### config.mk
export PLATFORM = sky130hd
export DESIGN_NAME = apb_master_bridge_flat
export DESIGN_NICKNAME = d
export VERILOG_FILES = /design/src/rtl/apb_master_bridge_pkg.sv /design/src/rtl/apb_master_bridge_if.sv /design/src/rtl/apb_master_bridge_decoder.sv /design/src/rtl/apb_master_bridge.sv /design/src/flat_wrapper.sv
export SDC_FILE = /design/constraint.sdc
export NUM_CORES = 1
export LEC_CHECK = 0
export CORE_ASPECT_RATIO = 0.75
export CORE_UTILIZATION = 40
export CTS_CLUSTER_SIZE = 16
export DETAILED_ROUTE_END_ITERATION = 7
export PLACE_DENSITY_LB_ADDON = 0.05
export SLEW_MARGIN = 20
export SYNTH_ARGS = -nofsm -noshare
export SYNTH_HDL_FRONTEND = slang
export SYNTH_HIERARCHICAL = 1
export SYNTH_SLANG_ARGS = --single-unit
export TNS_END_PERCENT = 100
### constraint.sdc
create_clock -name clk -period 3.1 [get_ports clk]
set_input_delay 0.775 -clock clk [delete_from_list [all_inputs] [get_ports clk]]
set_output_delay 0.775 -clock clk [all_outputs]
set_load 0.1 [all_outputs]
### src/rtl/apb_master_bridge_pkg.sv
// Shared types and constants for the APB master bridge and related bus-fabric blocks.
package apb_master_pkg;

    localparam int APB_ADDR_W  = 32;
    localparam int APB_DATA_W  = 32;
    localparam int SLAVE_IDX_W = 4;

    localparam logic [APB_DATA_W-1:0] DECERR_DATA  = 32'hbad1bad1;
    localparam logic [APB_DATA_W-1:0] TIMEOUT_DATA = 32'hdeadbeef;

    typedef enum logic [1:0] {
        IDLE,
        SETUP,
        ACCESS,
        RESP
    } apbState_e;

endpackage

### src/rtl/apb_master_bridge_if.sv
// Request/response port plus APB3 bus bundle; master = bridge side, slave = core/peripheral side.
interface apb_master_bridge_if #(
    parameter int NUM_SLAVES = 2
) ();
    import apb_master_pkg::*;

    logic                             req;
    logic                             req_ready;
    logic [APB_ADDR_W-1:0]            req_addr;
    logic [APB_DATA_W-1:0]            req_wdata;
    logic                             req_write;
    logic                             rsp_valid;
    logic [APB_DATA_W-1:0]            rsp_rdata;
    logic                             rsp_err;

    logic [APB_ADDR_W-1:0]            PADDR;
    logic [APB_DATA_W-1:0]            PWDATA;
    logic                             PWRITE;
    logic [NUM_SLAVES-1:0]            PSEL;
    logic                             PENABLE;
    logic [NUM_SLAVES*APB_DATA_W-1:0] PRDATA;
    logic [NUM_SLAVES-1:0]            PREADY;
    logic [NUM_SLAVES-1:0]            PSLVERR;

    modport master (
        input  req, req_addr, req_wdata, req_write,
        output req_ready, rsp_valid, rsp_rdata, rsp_err,
        output PADDR, PWDATA, PWRITE, PSEL, PENABLE,
        input  PRDATA, PREADY, PSLVERR
    );

    modport slave (
        output req, req_addr, req_wdata, req_write,
        input  req_ready, rsp_valid, rsp_rdata, rsp_err,
        input  PADDR, PWDATA, PWRITE, PSEL, PENABLE,
        output PRDATA, PREADY, PSLVERR
    );

endinterface

### src/rtl/apb_master_bridge_decoder.sv
// Combinational slave decoder: index field, in-range flag and one-hot select from a byte address.
module apb_slave_decoder
    import apb_master_pkg::*;
#(
    parameter int NUM_SLAVES     = 2,
    parameter int SLAVE_BASE_BIT = 12
) (
    input  logic [APB_ADDR_W-1:0]  addr_i,
    output logic [SLAVE_IDX_W-1:0] idx_o,
    output logic                   valid_o,
    output logic [NUM_SLAVES-1:0]  sel_o
);
    logic unusedAddr;

    assign idx_o      = addr_i[SLAVE_BASE_BIT +: SLAVE_IDX_W];
    assign unusedAddr = ^addr_i;

    // An out-of-range index matches no slave, so sel_o stays zero and valid_o falls.
    always_comb begin
        sel_o = '0;
        for (int k = 0; k < NUM_SLAVES; k++) begin
            if (idx_o == SLAVE_IDX_W'(k)) begin
                sel_o[k] = 1'b1;
            end
        end
    end

    assign valid_o = |sel_o;

endmodule

### src/rtl/apb_master_bridge.sv
// APB3 initiator: single-outstanding request port to SETUP/ACCESS transfers.
// Optional ACCESS timeout enabled by defining APB_MASTER_TIMEOUT_EN.
module apb_master_bridge
    import apb_master_pkg::*;
#(
    parameter int NUM_SLAVES     = 2,
    parameter int SLAVE_BASE_BIT = 12,
    parameter int TIMEOUT_CYCLES = 16
) (
    input logic                 clk,
    input logic                 n_rst,
    apb_master_bridge_if.master bus
);
    apbState_e                state_q, state_d;
    logic [APB_ADDR_W-1:0]    addr_q, addr_d;
    logic [APB_DATA_W-1:0]    wdata_q, wdata_d;
    logic                     write_q, write_d;
    logic [SLAVE_IDX_W-1:0]   idx_q, idx_d;
    logic [NUM_SLAVES-1:0]    sel_q, sel_d;
    logic [APB_DATA_W-1:0]    rdata_q, rdata_d;
    logic                     err_q, err_d;

    logic [SLAVE_IDX_W-1:0]   decIdx;
    logic [NUM_SLAVES-1:0]    decSel;
    logic                     decValid;
    logic                     slvReady;
    logic                     slvErr;
    logic [APB_DATA_W-1:0]    slvRdata;

    apb_slave_decoder #(
        .NUM_SLAVES     (NUM_SLAVES),
        .SLAVE_BASE_BIT (SLAVE_BASE_BIT)
    ) u_decoder (
        .addr_i  (bus.req_addr),
        .idx_o   (decIdx),
        .valid_o (decValid),
        .sel_o   (decSel)
    );

    always_comb begin
        slvReady = 1'b0;
        slvErr   = 1'b0;
        slvRdata = '0;
        for (int k = 0; k < NUM_SLAVES; k++) begin
            if (idx_q == SLAVE_IDX_W'(k)) begin
                slvReady = bus.PREADY[k];
                slvErr   = bus.PSLVERR[k];
                slvRdata = bus.PRDATA[k*APB_DATA_W +: APB_DATA_W];
            end
        end
    end

`ifdef APB_MASTER_TIMEOUT_EN
    localparam int CNT_W = $clog2(TIMEOUT_CYCLES + 1);
    logic [CNT_W-1:0] cnt_q, cnt_d;
    logic             timeoutHit;

    assign timeoutHit = (cnt_q == CNT_W'(TIMEOUT_CYCLES - 1));
`else
    localparam int unusedTimeout = TIMEOUT_CYCLES;
`endif

    always_comb begin
        state_d = state_q;
        addr_d  = addr_q;
        wdata_d = wdata_q;
        write_d = write_q;
        idx_d   = idx_q;
        sel_d   = sel_q;
        rdata_d = rdata_q;
        err_d   = err_q;
`ifdef APB_MASTER_TIMEOUT_EN
        cnt_d   = cnt_q;
`endif
        unique case (state_q)
            IDLE: begin
                if (bus.req) begin
                    addr_d  = bus.req_addr;
                    wdata_d = bus.req_wdata;
                    write_d = bus.req_write;
                    idx_d   = decIdx;
                    sel_d   = decSel;
                    rdata_d = '0;
                    err_d   = 1'b0;
                    if (decValid) begin
                        state_d = SETUP;
`ifdef APB_MASTER_TIMEOUT_EN
                        cnt_d   = '0;
`endif
                    end else begin
                        state_d = RESP;
                        rdata_d = DECERR_DATA;
                        err_d   = 1'b1;
                    end
                end
            end
            SETUP: state_d = ACCESS;
            ACCESS: begin
                // PREADY is checked before the timeout so a late-but-arriving slave still completes.
                if (slvReady) begin
                    state_d = RESP;
                    rdata_d = write_q ? '0 : slvRdata;
                    err_d   = slvErr;
                end
`ifdef APB_MASTER_TIMEOUT_EN
                else if (timeoutHit) begin
                    state_d = RESP;
                    rdata_d = TIMEOUT_DATA;
                    err_d   = 1'b1;
                end else begin
                    cnt_d = cnt_q + 1'b1;
                end
`endif
            end
            RESP: state_d = IDLE;
            default: state_d = IDLE;
        endcase
    end

    always_ff @(posedge clk or negedge n_rst) begin
        if (!n_rst) begin
            state_q <= IDLE;
            addr_q  <= '0;
            wdata_q <= '0;
            write_q <= 1'b0;
            idx_q   <= '0;
            sel_q   <= '0;
            rdata_q <= '0;
            err_q   <= 1'b0;
`ifdef APB_MASTER_TIMEOUT_EN
            cnt_q   <= '0;
`endif
        end else begin
            state_q <= state_d;
            addr_q  <= addr_d;
            wdata_q <= wdata_d;
            write_q <= write_d;
            idx_q   <= idx_d;
            sel_q   <= sel_d;
            rdata_q <= rdata_d;
            err_q   <= err_d;
`ifdef APB_MASTER_TIMEOUT_EN
            cnt_q   <= cnt_d;
`endif
        end
    end

    assign bus.req_ready = (state_q == IDLE);
    assign bus.rsp_valid = (state_q == RESP);
    assign bus.rsp_rdata = rdata_q;
    assign bus.rsp_err   = err_q;
    assign bus.PADDR     = addr_q;
    assign bus.PWDATA    = wdata_q;
    assign bus.PWRITE    = write_q;
    assign bus.PSEL      = ((state_q == SETUP) || (state_q == ACCESS)) ? sel_q : '0;
    assign bus.PENABLE   = (state_q == ACCESS);

endmodule

### src/flat_wrapper.sv
// flat-port wrapper written by rule: the top's interface ports become plain ports
module apb_master_bridge_flat import apb_master_pkg::*;
#(
    parameter int NUM_SLAVES     = 2,
    parameter int SLAVE_BASE_BIT = 12,
    parameter int TIMEOUT_CYCLES = 16
)
  (clk, n_rst, bus_req, bus_req_addr, bus_req_wdata, bus_req_write, bus_req_ready, bus_rsp_valid, bus_rsp_rdata, bus_rsp_err, bus_PADDR, bus_PWDATA, bus_PWRITE, bus_PSEL, bus_PENABLE, bus_PRDATA, bus_PREADY, bus_PSLVERR);
  apb_master_bridge_if #(.NUM_SLAVES(NUM_SLAVES)) bus_i ();
  input logic clk;
  input logic n_rst;
  input wire logic [$bits(bus_i.req)-1:0] bus_req;
  input wire logic [$bits(bus_i.req_addr)-1:0] bus_req_addr;
  input wire logic [$bits(bus_i.req_wdata)-1:0] bus_req_wdata;
  input wire logic [$bits(bus_i.req_write)-1:0] bus_req_write;
  output wire logic [$bits(bus_i.req_ready)-1:0] bus_req_ready;
  output wire logic [$bits(bus_i.rsp_valid)-1:0] bus_rsp_valid;
  output wire logic [$bits(bus_i.rsp_rdata)-1:0] bus_rsp_rdata;
  output wire logic [$bits(bus_i.rsp_err)-1:0] bus_rsp_err;
  output wire logic [$bits(bus_i.PADDR)-1:0] bus_PADDR;
  output wire logic [$bits(bus_i.PWDATA)-1:0] bus_PWDATA;
  output wire logic [$bits(bus_i.PWRITE)-1:0] bus_PWRITE;
  output wire logic [$bits(bus_i.PSEL)-1:0] bus_PSEL;
  output wire logic [$bits(bus_i.PENABLE)-1:0] bus_PENABLE;
  input wire logic [$bits(bus_i.PRDATA)-1:0] bus_PRDATA;
  input wire logic [$bits(bus_i.PREADY)-1:0] bus_PREADY;
  input wire logic [$bits(bus_i.PSLVERR)-1:0] bus_PSLVERR;
  assign bus_i.req = bus_req;
  assign bus_i.req_addr = bus_req_addr;
  assign bus_i.req_wdata = bus_req_wdata;
  assign bus_i.req_write = bus_req_write;
  assign bus_req_ready = bus_i.req_ready;
  assign bus_rsp_valid = bus_i.rsp_valid;
  assign bus_rsp_rdata = bus_i.rsp_rdata;
  assign bus_rsp_err = bus_i.rsp_err;
  assign bus_PADDR = bus_i.PADDR;
  assign bus_PWDATA = bus_i.PWDATA;
  assign bus_PWRITE = bus_i.PWRITE;
  assign bus_PSEL = bus_i.PSEL;
  assign bus_PENABLE = bus_i.PENABLE;
  assign bus_i.PRDATA = bus_PRDATA;
  assign bus_i.PREADY = bus_PREADY;
  assign bus_i.PSLVERR = bus_PSLVERR;
  apb_master_bridge #(.NUM_SLAVES(NUM_SLAVES), .SLAVE_BASE_BIT(SLAVE_BASE_BIT), .TIMEOUT_CYCLES(TIMEOUT_CYCLES)) u_core (.clk(clk), .n_rst(n_rst), .bus(bus_i));
endmodule
After elaboration in Yosys (flattened, before gate mapping)
Cells that the tools add are included.
{"block": "totals", "regBits": 106, "latchBits": 0, "ram_bits": 0, "mem_bits_ro": 0, "inputBits": 136, "out_inout_bits": 103, "elab_cells": 46, "n_memories": 0}
{"block": "op_classes", "add_sub_neg": 0, "n_mul": 0, "n_div": 0, "order_cmp": 0, "n_eq_ne": 7, "n_shift": 0, "muxes": 22, "n_bitwise": 0, "n_reduce_logical": 9}
{"cell": "32-bit 2-to-1 mux", "n": 6}
{"cell": "32-bit one-hot mux with 2 select lines", "n": 1}
{"cell": "1-bit 2-to-1 mux", "n": 9}
{"cell": "4-bit by 1-bit == test with 1-bit output (second input constant)", "n": 2}
{"cell": "4-bit logical NOT", "n": 2}
{"cell": "2-bit 2-to-1 mux", "n": 4}
{"cell": "2-bit one-hot mux with 4 select lines", "n": 1}
{"cell": "2-bit == test (second input constant)", "n": 2}
{"cell": "2-bit AND reduction", "n": 2}
{"cell": "3-bit AND reduction", "n": 1}
{"cell": "2-bit by 1-bit == test with 1-bit output (second input constant)", "n": 1}
{"cell": "2-bit logical NOT", "n": 1}
{"cell": "2-bit by 1-bit != test with 1-bit output (second input constant)", "n": 1}
{"cell": "2-bit != test (second input constant)", "n": 1}
{"cell": "1-bit one-hot mux with 2 select lines", "n": 1}
{"cell": "2-bit nonzero test", "n": 1}
{"cell": "2-bit OR reduction", "n": 1}
{"cell": "1-bit logical OR", "n": 1}

Depth between registers and ports, before layout
Gate-level depths: netlist of run 1.
{"block": "logic_depth", "ltp_word": 6, "ltp_mapped": 7, "ltp_nobuf": 5}

Hierarchy
The synthesis of run 1 kept the hierarchy.
{"mod": "apb_master_bridge", "n_inst": 1, "cells_each": 340, "area_each_um2": 4747.1, "seq_area_each_um2": 2652.5}
{"mod": "apb_slave_decoder", "n_inst": 1, "cells_each": 7, "area_each_um2": 62.6, "seq_area_each_um2": 0.0}

Least setup slack after synthesis of run 1
Ideal clock, no wire load.
{"block": "synth_path", "kind": "flip-flop to flip-flop", "startpoint": "register u_core.state_q[0]", "endpoint": "register u_core.rdata_q[10], in the netlist u_core/bus.rsp_rdata[10]", "setup_ns": 0.128, "t_arrival_ns": 2.779, "required_time_ns": 2.972, "slack_ns": 0.193, "stages_incl_launch_ff": 8, "path_buffers": 2, "period_less_slack_ns": 2.907, "path_cell_list": "dfrtp_1 -> inv_1 -> ha_1 -> clkbuf_1 -> nor2_1 -> a2111oi_4 -> buf_4 -> mux2_1"}
{"block": "synth_between", "elab_chain_len": 3, "word_cells_on_any_way": 7, "cone_classes": "eq/ne (3); mux (1); reduce/logical (3)"}
{"element": "start, declared", "line_no": "apb_master_bridge.sv:14", "text": "apbState_e state_q, state_d;"}
{"element": "start signal, assigned", "line_no": "apb_master_bridge.sv:134", "text": "state_q <= state_d;"}
{"element": "2-bit == test (*)"}
{"element": "net bus_PENABLE", "line_no": "flat_wrapper.sv:24", "text": "output wire logic [$bits(bus_i.PENABLE)-1:0] bus_PENABLE;"}
{"element": "2-bit by 1-bit != test with 1-bit output (no source line) or 2-bit nonzero test (tied branches)"}
{"element": "3-bit AND reduction (no source line)"}
{"element": "end signal, assigned", "line_no": "apb_master_bridge.sv:140", "text": "rdata_q <= rdata_d;"}
{"element": "end, declared", "line_no": "apb_master_bridge.sv:20", "text": "logic [APB_DATA_W-1:0] rdata_q, rdata_d;"}
Mark *: on every way through the listed nets, which the timed path passes. The rest lies on a longest branch.
A chain may end at the register's enable or synchronous reset.

Worst setup path in the final report of run 1
{"block": "layout_path", "startpoint": "register u_core.state_q[0]", "endpoint": "output port bus_PENABLE"}
{"block": "layout_between", "elab_chain_len": 1}
{"element": "2-bit == test", "line_no": "apb_master_bridge.sv:156", "text": "assign bus.PENABLE = (state_q == ACCESS);"}
{"element": "end, declared", "line_no": "flat_wrapper.sv:24"}
No other way between the ends.

==> run_results.csv, run 1 <==
group,metric,value,unit
finish,post-route-util,63.69,%
sta,tns,0,ns
sta,hold_viol_final,0,
die,ios,239,
die,die_area,12470,um2
sta,fmax,412.8,MHz
place,dp_hpwl,8959,um
clocking,clk_pin_slew,0.07,ns
clocking,worstSkewPairLatency,0.34,ns
sta,fin_skew,0.005806,ns
route,num_vias,3592,
flow_run,cap_violations,0,
finish,n_antenna_cell,0,
clocking,cts_hold_buf,0,
critical_path,end_kind,"primary output",
sta,finalCritPeriodShare,78.15,%
clocking,clk_path_buf_depth,2,
route,drtPass1Iterations,4,
finish,syn_to_final_growth,54.34,%
synth,ys_seq_area_share,55.15,%
synth,synth_area_leaders,"dfrtp_1, mux2_2, mux2i_1",
sta,final-setup-viol-count,0,
critical_path,worstSetupPathType,"register to primary output",
synth,post_synth.cell_area_avg,13.86,um2
clocking,cts_tree,"done",
critical_path,reg2reg_slack,0.86,ns
place,port_buffers,238,
die,row_count,34,
synth,synth_top_area_share,55.15,%
clocking,cts_made_buffers,9,
global_route,grt-ovfl-total,0,
sta,holdWs,0.4593,ns
route,drt_iter0_markers,161,
clocking,cts_sinks,106,
critical_path,critPathBufInv,2,
synth,async_reset_ff_share,100.0,%
critical_path,crit_chain,"inv_1 > ha_1 > buf_4",
critical_path,slowest_delay,0.42,ns
clocking,post_cts_buffers,0,
synth,ys.flop_type,"dfrtp_1",
die,core_area,11660,um2
synth,ys_warn_count,6,
route,vias_per_cell,4.828,
route,drc,0,
global_route,antenna_found_initial,0,
critical_path,cp.arrival,1.65,ns
clocking,cts_root_buffer,"clkbuf_16",
global_route,grt_max_degree,72,
synth,syn_inst,347,
die,die-width,128.6,um
critical_path,crit_family,"buffers and inverters",
sta,rsz0062_at_grt,"no",
clocking,htree_num_levels,3,
critical_path,critPathLaunchType,"register",
synth,syn_area,4810,um2
place,gp_congestion,0.7096,
critical_path,slowest_stage,"ha_1",
synth,synth_commonest_cells,"mux2_2, dfrtp_1, inv_1, mux2i_1, a31oi_1",
synth,synth.most_common_cell,"mux2_2",
finish,drive_gt1_share,40.89,%
sta,finalCriticalPeriod,2.422,ns
synth,ys_types,23,
die,fp.dieH,96.97,um
synth,yosysTopAreaCell,"dfrtp_1",
route,routed_wl,12200,um
sta,slew_headroom,39.28,%
global_route,grt_pass1_vias,3880,
route,routedWlPerCell,16.40,um
synth,synth_nets,487,
critical_path,required,2.32,ns
global_route,track_usage,20.15,%
critical_path,crit_fanout,8,
outcome,status,"finished clean",
synth,ys_ff_latch,106,
die,start_util,41.26,%
finish,nNetsFinal,717,
clocking,post_cts_resized,0,
sta,drv_slew,0,
finish,fillers,943,
route,detail-route-antenna-nets,0,
critical_path,rr_startpoint,"u_core/state_q[0]",
sta,max_slew.worst_pin.slew,0.9098,ns
critical_path,reg2reg_depth,6,
global_route,grt_pass1_wl,19530,um
critical_path,rr_endpoint,"u_core/bus.rsp_rdata[3]",
synth,synth_edf_count,0,
min_path,holdCritPathClass,"input pin to asynchronous set/reset pin",
flip-flops by register name (all words and copies together) (netlist names):
register,flops
u_core/bus.PADDR,32
u_core/bus.PWDATA,32
u_core/bus.rsp_rdata,32
u_core/idx_q,4
u_core/sel_q,2
u_core/state_q,2
u_core/bus.PWRITE,1
u_core/bus.rsp_err,1
worst max path at each step:
stage / start / end / slack (ns) / cells past startpoint
2_1_floorplan: u_core/state_q[0] / u_core/bus.rsp_rdata[10] / 0.19 / 7
3_3_place_gp: bus_PREADY[1] / u_core/bus.rsp_rdata[3] / 0.56 / 5
3_5_place_dp: bus_PREADY[1] / u_core/bus.rsp_rdata[8] / 0.52 / 5
4_1_cts: u_core/state_q[0] / bus_PENABLE / 0.68 / 3
5_1_grt: u_core/state_q[0] / bus_PENABLE / 0.59 / 3
6_report: u_core/state_q[0] / bus_PENABLE / 0.68 / 3
per-layer routing:
layer	GRT usage [%]	part of all wire, %	vias up
met5	0	0	-
met4	5.520	1.7	0
met3	6.084	7.7	20
met2	33.64	49	148
met1	25.20	42	1746
li1	-	-	1678
logic make-up after synthesis:
kind of cell    share of synthesized area [%]
compound gates                          3.356
fa+ha+maj                               1.041
buf+inv                                 4.526
flops                                   55.15
mux                                     32.41
simple gates                            3.512
cell usage in the layout, fill, tap and decap left out, types with 2 or more instances in the layout:
master           instances
mux2_2                 107
buf_12                   3
dfrtp_1                106
bufinv_16                2
nor2_1                   3
inv_1                   23
a31oi_1                 18
mux2i_1                 23
ha_1                     4
clkdlybuf4s50_1        134
and2_1                   2
buf_4                  108
mux2_1                  11
and3_1                  14
clkbuf_16                9
final cells by class:
type	count	area [um2]	share of cell area, %
Sequential cell	106	2653	35.73
Inverter	23	86.33	1.163
Multi-Input combinational cell	192	1951	26.28
Clock buffer	10	229.0	3.084
Clock inverter	6	90.09	1.214
Tap cell	162	202.7	2.730
Timing Repair Buffer	245	2212	29.80
stage by stage:
| step | setup slack, ns | instances | area (um2) |
|---|---|---|---|
| global route | 0.5855 | 744 | 7423 |
| CTS | 0.6769 | 744 | 7423 |
| finish | 0.6775 | 744 | 7423 |
| floorplan | 0.1927 | 347 | 4810 |
| detailed placement | 0.5213 | 728 | 7104 |
| global placement | 0.5592 | 728 | 7104 |
Power of run 1 is left out: the tool's default activity adds up to more than one toggle a clock period on the data nets, which glitch-free logic cannot reach.
==> run 2, diff against run 1 <==
clock period = 2.26 ns   (was 3.1 ns; I/O delays follow)
==> run 2 against run 1 <==
Net effect:
- global-route usage decreased by 0.40 points
- flip-flop and latch count stayed put
- die area did not move
- critical path depth up 1
- clock-buffer cell count rose by 1
- design area grew 1.8%
- worst hold slack worse by 0.29 ns
- final cell count rose by 0.94%
- utilization is 1.2 points higher
- first-iteration DRC count fell by 33%
- setup slack worse by 0.55 ns
- critical endpoint is now bus_PSEL[1]
- largest cell class unchanged
==> run_results.csv, run 2 (synthesized netlist as in run 1, its figures left out) <==
group,metric,value,unit
finish,syn_to_final_growth,57.15,%
clocking,cts_tree,"done",
sta,finalCriticalPeriod,2.130,ns
sta,final-setup-viol-count,0,
critical_path,slowest_delay,0.44,ns
critical_path,critPathBufInv,2,
die,die_area,12470,um2
finish,nNetsFinal,725,
critical_path,crit_chain,"inv_1 > ha_4 > and2_1 > buf_12",
finish,drive_gt1_share,41.94,%
outcome,status,"finished clean",
critical_path,cp.depth,4,
finish,fillers,935,
critical_path,cp.arrival,1.57,ns
clocking,cts_hold_buf,0,
clocking,post_cts_buffers,0,
die,row_count,34,
place,gp_congestion,0.7461,
finish,final_common_cell,"clkdlybuf4s50_1",
critical_path,cp-startpoint,"u_core/state_q[1]",
route,detail-route-antenna-nets,0,
clocking,htree_num_levels,3,
route,vias_per_cell,4.728,
sta,hold_viol_final,0,
route,drc,0,
critical_path,worstSetupPathType,"register to primary output",
sta,drv_slew,0,
clocking,cts_root_buffer,"clkbuf_16",
die,fp.dieH,96.97,um
finish,post-route-util,64.85,%
sta,fmax,469.5,MHz
sta,fin_skew,0.007011,ns
global_route,grt_pass1_vias,3799,
clocking,cts_sinks,106,
route,num_vias,3551,
route,drt_iter0_markers,108,
finish,fin_cells,751,
finish,n_antenna_cell,0,
clocking,worstSkewPairLatency,0.34,ns
route,routedWlPerCell,15.83,um
die,die-width,128.6,um
critical_path,crit_family,"flip-flops",
critical_path,reg2reg_slack,0.29,ns
place,dp.cells,736,
place,port_buffers,238,
die,core_area,11660,um2
sta,rsz0062_at_grt,"no",
sta,holdWs,0.1742,ns
die,start_util,41.26,%
critical_path,rr_endpoint,"u_core/bus.rsp_rdata[19]",
place,dp_hpwl,8835,um
route,routed_wl,11890,um
route,drtPass1Iterations,5,
critical_path,crit_fanout,3,
flow_run,cap_violations,0,
sta,tns,0,ns
sta,slew_headroom,68.49,%
critical_path,cp-endpoint,"bus_PSEL[1]",
finish,final_cell_mix,"clkdlybuf4s50_1, buf_4, mux2_2",
critical_path,rr_startpoint,"u_core/state_q[0]",
global_route,grt_max_degree,46,
global_route,track_usage,19.75,%
min_path,holdCritPathClass,"input pin to asynchronous set/reset pin",
sta,finalCritPeriodShare,94.25,%
clocking,clk_pin_slew,0.07,ns
global_route,antenna_found_initial,0,
critical_path,end_kind,"primary output",
global_route,grt-ovfl-total,0,
global_route,grt_pass1_wl,19110,um
clocking,clk_path_buf_depth,2,
critical_path,required,1.69,ns
clocking,cts_made_buffers,9,
critical_path,critPathLaunchType,"register",
clocking,post_cts_resized,0,
die,ios,239,
sta,max_slew.worst_pin.slew,0.4698,ns
critical_path,slowest_stage,"dfrtp_1",
critical_path,reg2reg_depth,6,
==> run 2: layout make-up <==
class	instances	area, um2	area share [%]
tap	162	202.7	2.682
clock buffer	11	242.7	3.211
multi-input combinational	192	1976	26.14
inverter	23	86.33	1.142
timing repair buffer	253	2347	31.05
sequential	106	2653	35.09
clock inverter	4	51.30	0.6787
==> run 2: worst min-delay path by stage <==
stage,end,cells past startpoint
3_3_place_gp,u_core/bus.rsp_rdata[21],1
3_5_place_dp,u_core/bus.rsp_rdata[14],1
6_report,u_core/bus.PWDATA[19],1
5_1_grt,u_core/bus.PWDATA[19],1
4_1_cts,u_core/bus.PWDATA[25],1
2_1_floorplan,u_core/bus.PADDR[0],0
==> run 2: per-stage QoR <==
step | cell area [um2] | worst slack [ns]
floorplan | 4836 | 0.005707
global route | 7559 | 0.06951
global placement | 7264 | 0.005698
detailed placement | 7264 | -0.007766
finish | 7559 | 0.1300
CTS | 7559 | 0.1183
==> run 2: per-layer routing <==
| layer | global-route usage, % | vias up | routed length, um |
|---|---|---|---|
| li1 | - | 1703 | - |
| met1 | 23.97 | 1719 | 5065 |
| met2 | 33.39 | 119 | 5785 |
| met3 | 6.748 | 10 | 909 |
| met4 | 5.068 | 0 | 130 |
| met5 | 0 | - | 0 |
==> run 2: worst reg2reg max path, stage by stage (launching register included) <==
cell,delay [ns]
dfrtp_1,0.35
inv_1,0.13
ha_4,0.24
o31a_1,0.17
a2111oi_4,0.36
buf_4,0.25
mux2_1,0.35
Power of run 2 is left out for the same reason.
